**config.mk**
```make
export PLATFORM = sky130hd
export DESIGN_NAME = anneal_run_ctrl
export DESIGN_NICKNAME = d
export VERILOG_FILES = /design/src/rtl/anneal_ctrl_pkg.sv /design/src/rtl/anneal_run_ctrl.sv
export SDC_FILE = /design/constraint.sdc
export NUM_CORES = 1
export LEC_CHECK = 0
export CORE_UTILIZATION = 35
export DETAILED_ROUTE_END_ITERATION = 8
export PLACE_DENSITY = 0.57
export SYNTH_ARGS = -nofsm -noshare
export SYNTH_HDL_FRONTEND = slang
export SYNTH_SLANG_ARGS = --single-unit
```
**constraint.sdc**
```tcl
create_clock -name clk -period 3.17 [get_ports clk]
set_input_delay 0.317 -clock clk [delete_from_list [all_inputs] [get_ports clk]]
set_output_delay 0.317 -clock clk [all_outputs]
set_load 0.01 [all_outputs]
```
**src/rtl/anneal_ctrl_pkg.sv**
```systemverilog
// Shared types and constants for the anneal run controller.
package anneal_ctrl_pkg;

  typedef enum logic [2:0] {
    IDLE,
    ARST,
    HDR_N,
    HDR_GO,
    LOAD,
    RUN,
    READ,
    DONE
  } state_e;

  // BEGIN_WR marker is all ones; sliced down to the array bus width.
  localparam logic [63:0] BEGIN_WR = '1;

  // Sticky error flag bit positions.
  localparam int ERR_UNDERRUN = 0;
  localparam int ERR_TIMEOUT  = 1;

  // Number of cycles the array is held in reset before the header.
  localparam int ARST_CYCLES = 2;

endpackage

```
**src/rtl/anneal_run_ctrl.sv**
```systemverilog
// Host-side sequencer for the neuron array: reset, header, config stream,
// then repeated run/read epochs with readout forwarded to the host.
//
// Timing notes:
//  - cfg_ready, busy, done and arr_rd are registered from the next state, so
//    they line up with the cycles the controller spends in LOAD/READ/etc.
//  - arr_reset_l and arr_ins are registered from the current state, so the
//    array sees reset, N, BEGIN_WR and the config words as one gap-free
//    stream; each config word reaches arr_ins the cycle after it is accepted.
//  - res_* follow arr_rd by one cycle: each word sampled while arr_rd is high
//    is presented on the next cycle.
module anneal_run_ctrl
  import anneal_ctrl_pkg::*;
#(
  parameter int FP_DATA_WIDTH    = 16,
  parameter int NEURON_ID_WIDTH  = 8,
  parameter int WORDS_PER_NEURON = 4,
  parameter int RUN_LEN_WIDTH    = 16,
  parameter int EPOCH_WIDTH      = 8,
  parameter int RD_TIMEOUT       = 64
) (
  input  logic                       clk,
  input  logic                       reset,
  input  logic                       start,
  input  logic [NEURON_ID_WIDTH-1:0] cfg_active_n,
  input  logic [RUN_LEN_WIDTH-1:0]   cfg_run_len,
  input  logic [EPOCH_WIDTH-1:0]     cfg_epochs,
  input  logic [FP_DATA_WIDTH-1:0]   cfg_data,
  input  logic                       cfg_valid,
  output logic                       cfg_ready,
  output logic                       arr_reset_l,
  output logic [FP_DATA_WIDTH-1:0]   arr_ins,
  output logic                       arr_rd,
  input  logic [FP_DATA_WIDTH-1:0]   arr_outs,
  input  logic                       arr_read_done,
  output logic [FP_DATA_WIDTH-1:0]   res_data,
  output logic                       res_valid,
  output logic                       res_last,
  output logic                       busy,
  output logic                       done,
  output logic [1:0]                 err
);

  localparam int LOAD_W = NEURON_ID_WIDTH + 3;
  localparam int TMO_W  = $clog2(RD_TIMEOUT) + 1;

  state_e                     state_q, state_d;
  logic [NEURON_ID_WIDTH-1:0] n_q, n_d;
  logic [RUN_LEN_WIDTH-1:0]   run_len_q, run_len_d;
  logic [EPOCH_WIDTH-1:0]     epochs_q, epochs_d;
  logic [1:0]                 arst_cnt_q, arst_cnt_d;
  logic [LOAD_W-1:0]          load_cnt_q, load_cnt_d;
  logic [RUN_LEN_WIDTH-1:0]   run_cnt_q, run_cnt_d;
  logic [TMO_W-1:0]           tmo_cnt_q, tmo_cnt_d;
  logic [LOAD_W-1:0]          load_total;
  logic                       accept_start;
  logic                       rd_timeout;

  logic                       cfg_ready_q, cfg_ready_d;
  logic                       arr_reset_l_q, arr_reset_l_d;
  logic [FP_DATA_WIDTH-1:0]   arr_ins_q, arr_ins_d;
  logic                       arr_rd_q, arr_rd_d;
  logic [FP_DATA_WIDTH-1:0]   res_data_q, res_data_d;
  logic                       res_valid_q, res_valid_d;
  logic                       res_last_q, res_last_d;
  logic                       busy_q, busy_d;
  logic                       done_q, done_d;
  logic [1:0]                 err_q, err_d;

  assign load_total = LOAD_W'(n_q) * LOAD_W'(WORDS_PER_NEURON);

  // Sequencing: next state, latched job parameters and epoch countdown.
  always_comb begin
    state_d      = state_q;
    n_d          = n_q;
    run_len_d    = run_len_q;
    epochs_d     = epochs_q;
    accept_start = 1'b0;
    rd_timeout   = 1'b0;
    unique case (state_q)
      IDLE: begin
        if (start && (cfg_active_n != '0)) begin
          accept_start = 1'b1;
          n_d          = cfg_active_n;
          run_len_d    = (cfg_run_len == '0) ? RUN_LEN_WIDTH'(1) : cfg_run_len;
          epochs_d     = (cfg_epochs == '0) ? EPOCH_WIDTH'(1) : cfg_epochs;
          state_d      = ARST;
        end
      end
      ARST: begin
        if (arst_cnt_q == 2'(ARST_CYCLES - 1)) state_d = HDR_N;
      end
      HDR_N:  state_d = HDR_GO;
      HDR_GO: state_d = LOAD;
      LOAD: begin
        // The array cannot stall, so the count ignores cfg_valid.
        if (load_cnt_q == load_total - LOAD_W'(1)) state_d = RUN;
      end
      RUN: begin
        if (run_cnt_q == run_len_q - RUN_LEN_WIDTH'(1)) state_d = READ;
      end
      READ: begin
        if (arr_read_done) begin
          epochs_d = epochs_q - EPOCH_WIDTH'(1);
          state_d  = (epochs_q == EPOCH_WIDTH'(1)) ? DONE : RUN;
        end else if (tmo_cnt_q == TMO_W'(RD_TIMEOUT - 1)) begin
          rd_timeout = 1'b1;
          state_d    = IDLE;
        end
      end
      DONE:    state_d = IDLE;
      default: state_d = IDLE;
    endcase
  end

  // Per-state cycle counters; each restarts from zero on entry to its state.
  always_comb begin
    arst_cnt_d = '0;
    load_cnt_d = '0;
    run_cnt_d  = '0;
    tmo_cnt_d  = '0;
    if (state_q == ARST && state_d == ARST) arst_cnt_d = arst_cnt_q + 2'd1;
    if (state_q == LOAD && state_d == LOAD) load_cnt_d = load_cnt_q + LOAD_W'(1);
    if (state_q == RUN  && state_d == RUN)  run_cnt_d  = run_cnt_q + RUN_LEN_WIDTH'(1);
    if (state_q == READ && state_d == READ) tmo_cnt_d  = tmo_cnt_q + TMO_W'(1);
  end

  // Output decode for the next cycle, plus sticky error flags.
  always_comb begin
    cfg_ready_d   = (state_d == LOAD);
    busy_d        = (state_d != IDLE);
    done_d        = (state_d == DONE);
    arr_rd_d      = (state_d == READ);
    arr_reset_l_d = (state_q != ARST);
    arr_ins_d     = '0;
    unique case (state_q)
      HDR_N:   arr_ins_d = FP_DATA_WIDTH'(n_q);
      HDR_GO:  arr_ins_d = BEGIN_WR[FP_DATA_WIDTH-1:0];
      LOAD:    arr_ins_d = cfg_valid ? cfg_data : '0;
      default: arr_ins_d = '0;
    endcase
    res_valid_d = arr_rd_q;
    res_data_d  = arr_rd_q ? arr_outs : '0;
    res_last_d  = arr_rd_q & arr_read_done;
    err_d       = err_q;
    if (accept_start) err_d = '0;
    if (state_q == LOAD && !cfg_valid) err_d[ERR_UNDERRUN] = 1'b1;
    if (rd_timeout) err_d[ERR_TIMEOUT] = 1'b1;
  end

  // State, counter and output registers with synchronous reset.
  always_ff @(posedge clk) begin
    if (reset) begin
      state_q       <= IDLE;
      n_q           <= '0;
      run_len_q     <= '0;
      epochs_q      <= '0;
      arst_cnt_q    <= '0;
      load_cnt_q    <= '0;
      run_cnt_q     <= '0;
      tmo_cnt_q     <= '0;
      cfg_ready_q   <= 1'b0;
      arr_reset_l_q <= 1'b0;
      arr_ins_q     <= '0;
      arr_rd_q      <= 1'b0;
      res_data_q    <= '0;
      res_valid_q   <= 1'b0;
      res_last_q    <= 1'b0;
      busy_q        <= 1'b0;
      done_q        <= 1'b0;
      err_q         <= '0;
    end else begin
      state_q       <= state_d;
      n_q           <= n_d;
      run_len_q     <= run_len_d;
      epochs_q      <= epochs_d;
      arst_cnt_q    <= arst_cnt_d;
      load_cnt_q    <= load_cnt_d;
      run_cnt_q     <= run_cnt_d;
      tmo_cnt_q     <= tmo_cnt_d;
      cfg_ready_q   <= cfg_ready_d;
      arr_reset_l_q <= arr_reset_l_d;
      arr_ins_q     <= arr_ins_d;
      arr_rd_q      <= arr_rd_d;
      res_data_q    <= res_data_d;
      res_valid_q   <= res_valid_d;
      res_last_q    <= res_last_d;
      busy_q        <= busy_d;
      done_q        <= done_d;
      err_q         <= err_d;
    end
  end

  assign cfg_ready   = cfg_ready_q;
  assign arr_reset_l = arr_reset_l_q;
  assign arr_ins     = arr_ins_q;
  assign arr_rd      = arr_rd_q;
  assign res_data    = res_data_q;
  assign res_valid   = res_valid_q;
  assign res_last    = res_last_q;
  assign busy        = busy_q;
  assign done        = done_q;
  assign err         = err_q;

endmodule

```
**After elaboration in Yosys (flattened, before gate mapping)**

Index checks and enable logic that the tools add are counted.

- Input port bits: 69
- Register bits after elaboration: 112
- Word-level logic and storage cells: 97
- Output and inout port bits: 41

- Eq/ne operators: 20
- Reductions and logical operators: 22
- Bitwise gates (word level): 6
- Add/sub/neg operators: 7
- Mux-type cells: 23

Operators by type and width:

| cell | count |
|---|---|
| $pmux 16 s3 | 1 |
| $mux 16 | 2 |
| $eq 3x3->1 const B | 8 |
| $mux 8 | 3 |
| $pmux 3 s8 | 1 |
| $mux 3 | 6 |
| $add 16x1->16 const B | 1 |
| $eq 16x16->1 | 1 |
| $logic_not 16->1 | 1 |
| $pmux 8 s2 | 1 |
| $sub 16x1->16 const B | 1 |
| $add 11x1->11 const B | 1 |
| $eq 11x11->1 | 1 |
| $sub 10x1->11 const B | 1 |
| $reduce_or 2->1 | 5 |
| $eq 8x1->1 const B | 1 |
| $logic_not 8->1 | 1 |
| $reduce_bool 8->1 | 1 |
| $sub 8x1->8 const B | 1 |
| $add 7x1->7 const B | 1 |
| $eq 7x6->1 const B | 1 |
| $mux 1 | 7 |
| $eq 3x1->1 const B | 2 |
| $eq 3x2->1 const B | 2 |
| 14 further kinds | 27 |

**Logic depth before layout (Yosys ltp)**

- Depth in word-level cells: 8
- Gate-level depth with buffers: 10
- Mapped depth without buffers: 8

**Worst setup path before layout**

OpenSTA, ideal clock, no wires.

- Path type: flip-flop to flip-flop
- From: reg run_len_q[0]
- To: reg state_q[0]
- Arrival: 2362 ps
- Clock period less this slack: 2499 ps
- Buffers on the path: 2
- Slack: 671 ps
- Data required time: 3033 ps
- Setup time: 137 ps
- Cell stages (with the launch flop): 11
- Path through: dfxtp_1 > clkbuf_1 > inv_1 > ha_1 > o21ba_2 > a221o_1 > a222oi_1 > o2111ai_1 > nor3_4 > buf_6 > o22ai_1

- Word-level cells in the longest chain between the ends: 4

Ends and longest elaborated chain:

| what | RTL line | text |
|---|---|---|
| start: declaration | anneal_run_ctrl.sv:49 | `logic [RUN_LEN_WIDTH-1:0] run_len_q, run_len_d;` |
| start signal: assignment | anneal_run_ctrl.sv:175 | `run_len_q <= run_len_d;` |
| $sub 16x1->16 | anneal_run_ctrl.sv:100 | `if (run_cnt_q == run_len_q - RUN_LEN_WIDTH'(1)) state_d = READ;` |
| $eq 16x16->1 | anneal_run_ctrl.sv:100 |  |
| $mux 3 | anneal_run_ctrl.sv:100 |  |
| $pmux 3 s8 | anneal_run_ctrl.sv:80 | `unique case (state_q)` |
| end signal: assignment | anneal_run_ctrl.sv:173 | `state_q <= state_d;` |
| end: declaration | anneal_run_ctrl.sv:47 | `state_e state_q, state_d;` |

No other way between the ends.
A chain may end at the register's enable or synchronous reset.

**Final worst setup path**

- From: reg run_len_q[0]
- To: reg run_cnt_q[8]

- Word-level cells in the longest chain between the ends: 8

Ends and longest elaborated chain:

| what | RTL line | text |
|---|---|---|
| $sub 16x1->16 | anneal_run_ctrl.sv:100 |  |
| $eq 16x16->1 | anneal_run_ctrl.sv:100 |  |
| $mux 3 | anneal_run_ctrl.sv:100 |  |
| $pmux 3 s8 | anneal_run_ctrl.sv:80 |  |
| $eq 3x3->1 | anneal_run_ctrl.sv:124 | `if (state_q == RUN && state_d == RUN) run_cnt_d = run_cnt_q + RUN_LEN_WIDTH'(1);` |
| $logic_and 1x1->1 | anneal_run_ctrl.sv:124 |  |
| $not 1->1 (no source line) | - |  |
| $reduce_or 2->1 (no source line) | - |  |
| end signal: assignment | anneal_run_ctrl.sv:179 | `run_cnt_q <= run_cnt_d;` |
| end: declaration | anneal_run_ctrl.sv:53 | `logic [RUN_LEN_WIDTH-1:0] run_cnt_q, run_cnt_d;` |

No other way between the ends.

==> key figures <==
Place
  – DP HPWL: 9.77 mm
  – Dpl ws: 446 ps
  – GPL Wtd Cong: 0.828
  – Placed Area: 6370 µm²
  – PortBufs: 109
  – Dpl cells: 860

Layout
  – Share of layout cells above drive strength 1: 0.0474
  – Synth-to-layout area growth: 30.3%
  – Multi-input gate area: 2720 µm²
  – Post-route cell area: 6690 µm²
  – Storage element area: 2240 µm²
  – Utilization after layout: 0.474
  – Layout Cells excl Fill: 876
  – FILL cells: 1347
  – Final #Nets: 768
  – Antenna diodes: 0

STA
  – Final setup fails: 0
  – Slew @ Worst Pin: 1010 ps
  – Post-route worst setup slack: 437 ps
  – Unrepaired setup endpoints after global routing: false
  – Fmax: 366 MHz
  – Max-slew headroom: 0.321
  – Clock skew: 10.5 ps
  – Final-report max-slew violation count: 0
  – Setup_tns: 0 ps
  – Hold Violations, Final: 0
  – Minimum clock period: 2730 ps
  – Final period utilization: 0.862

Worst setup path
  – CP Launch Type: flop
  – Crit path DAT: 2960 ps
  – CP Launch Point: run_len_q[0]
  – CP Class: flop to flop
  – Worst Setup EP: run_cnt_q[8]
  – Endpoint class of the critical path: flop
  – Critical path fanouts, max: 10
  – Required time of the critical path: 3400 ps
  – Reg-to-reg startpoint: run_len_q[0]
  – Reg-to-reg critical path endpoint: run_cnt_q[8]
  – Reg-to-reg slack, setup: 440 ps
  – R2R cell count: 9

CTS
  – CTS resizes: 0
  – Hold Buf Count CTS: 0
  – Setup Buffers After CTS: 0
  – H-tree levels: 3
  – Clk buf depth: 2
  – Clk root buf: clkbuf_16
  – CTS Buf Count: 9
  – TritonCTS clock tree: done
  – Reg clk slew, reported paths: 80 ps
  – Clock sink count: 112
  – Skew-Pair Late Insertion Delay: 360 ps

Detailed routing
  – DRC viols: 0
  – Routed length per placed instance: 15.0 µm
  – Drt total wl: 13.1 mm
  – DR pass1 iterations: 4
  – Via density: 5.18
  – DRT antenna net count: 0
  – Initial drt markers: 203
  – Vias: 4536

Synthesis
  – Cell accounting for the most synthesized area: dfxtp_1
  – Synth top area share: 0.437
  – Top-count cell post-synth: dfxtp_1
  – Top post-synthesis cells by area: dfxtp_1 44%, xor2_1 5.0%, nand2_1 4.9%
  – Post-synthesis cell area: 5130 µm²
  – Sequential share of the synthesized area: 0.437
  – Number of flops mapped to enable cells by yosys: 0
  – Gate Count Post-Synth: 594
  – Synth warn: 0
  – Asr flop ratio synth: 0
  – Main synth FF type: dfxtp_1
  – Synth top cells by count: 112 x dfxtp_1, 67 x nand2_1, 55 x nor2_1, 44 x a21oi_1
  – Syn avg cell area: 8.64 µm²
  – Syn Nets: 671
  – Unique masters post-synth: 60
  – Synthesized flop and latch total: 112

GRT
  – Gr usage total: 0.181
  – First-pass GRT wire length: 21.3 mm
  – Total gr overflow: 0
  – Initial antenna violation count: 0
  – Largest net degree at the start of global routing: 28
  – Vias in the first global route: 4316

Pwr
  – Cell internal pwr: 0.00234 W
  – Switching Power: 0.000965 W
  – Max IR drop VDD: 0.000332 V
  – Clk pwr share: 0.354
  – Sw frac: 0.292
  – Logic pwr share: 0.181
  – Leakage: 2.38 nW
  – Pwr/cell area: 494 nW/µm²
  – Flop pwr share: 0.465

Floorplan
  – Core footprint: 14100 µm²
  – Cell Rows: 43
  – IO Count: 110
  – Initial Utilization: 0.364
  – Height of the die: 123 µm
  – Width of the die: 123 µm
  – Die area: 15100 µm²

Run
  – Max cap viols: 0

Hold path
  – HP Class: primary input to flop

Status
  – Status: finished, final reports clean
cell families after synthesis:
group,count (synthesis),synth area share
adders and majority gates,8,0.0195
muxes,4,0.00805
AOI/OAI and AO/OA,108,0.141
and+or+nand+nor,262,0.258
buffers and inverters,43,0.0337
DFF,112,0.437
xor gates and xnor gates,57,0.103
cells in the final DEF, fill, tap and decap left out, types with 3 or more instances in the layout:
cell type,instances
inv_1,12
or4_1,6
nand2_1,67
o21ai_0,13
a22oi_1,3
and2_1,20
nor2b_1,8
dfxtp_1,112
buf_4,8
nand3_1,25
clkdlybuf4s50_1,108
ha_1,8
or3_1,7
nor3_1,29
o31ai_1,3
mux2i_1,3
nand4_1,11
o21a_1,4
nand2b_1,4
o211ai_1,4
a211oi_1,5
xnor2_1,26
clkbuf_16,9
nor2_1,55
nor4_1,8
xor2_1,29
a221oi_1,9
a21oi_1,44
nor3b_1,4
and3_1,7
layout make-up:
type,instances,share of cell area
multi-input cells,439,0.406
clock inverters,6,0.0109
clock buffers,10,0.0357
flip-flops and latches,112,0.335
well taps,180,0.0337
inverters,12,0.00674
repair buffers,117,0.171
worst min-delay path by stage:
stage                             start            end  slack (ps)  cells past startpoint
after floorplan           arst_cnt_q[0]  arst_cnt_q[0]         400                      1
after global placement    arst_cnt_q[0]  arst_cnt_q[0]         410                      1
after detailed placement  arst_cnt_q[0]  arst_cnt_q[0]         420                      1
after CTS                         reset     arr_ins[8]         400                      2
after global routing              reset     arr_ins[8]         420                      2
final                             reset     arr_ins[8]         400                      2
critical path, stage by stage, from the launching register on:
cell	delay (ps)
dfxtp_1	460
inv_1	70
ha_1	260
o21ba_2	230
a221o_1	360
a222oi_1	320
o2111ai_1	230
nor3_4	380
buf_4	240
nor3_1	60
power groups by stage:
stage                     Combinational (W)  Clock [W]  Sequential [W]
final                              0.000597    0.00117         0.00154
after CTS                          0.000594    0.00120         0.00153
after global routing               0.000657    0.00126         0.00155
after global placement             0.000583          0         0.00157
after detailed placement           0.000591          0         0.00157
after floorplan                    0.000396          0         0.00154
per-stage QoR:
stage	power, W	hold slack (ps)
2_1_floorplan	0.00193	397
3_3_place_gp	0.00215	405
3_5_place_dp	0.00216	418
4_1_cts	0.00333	400
5_1_grt	0.00347	424
6_report	0.00330	405
sequential cells by signal (all words and copies together), names as in the netlist:
name	cells
cfg_ready	1
busy	1
n_q	8
res_data	16
arst_cnt_q	2
state_q	3
run_cnt_q	16
done	1
arr_ins	16
res_last	1
run_len_q	16
err	2
load_cnt_q	11
res_valid	1
arr_rd	1
tmo_cnt_q	7
arr_reset_l	1
epochs_q	8
layer usage:
layer	vias up	part of all wire	global-route usage	routed length, µm
met3	12	0.050	0.0401	659
met1	2142	0.49	0.249	6450
li1	2285	-	-	-
met5	-	0	0	0
met4	0	0.011	0.0550	150
met2	97	0.45	0.281	5850
(Power assumes the default switching activity.)
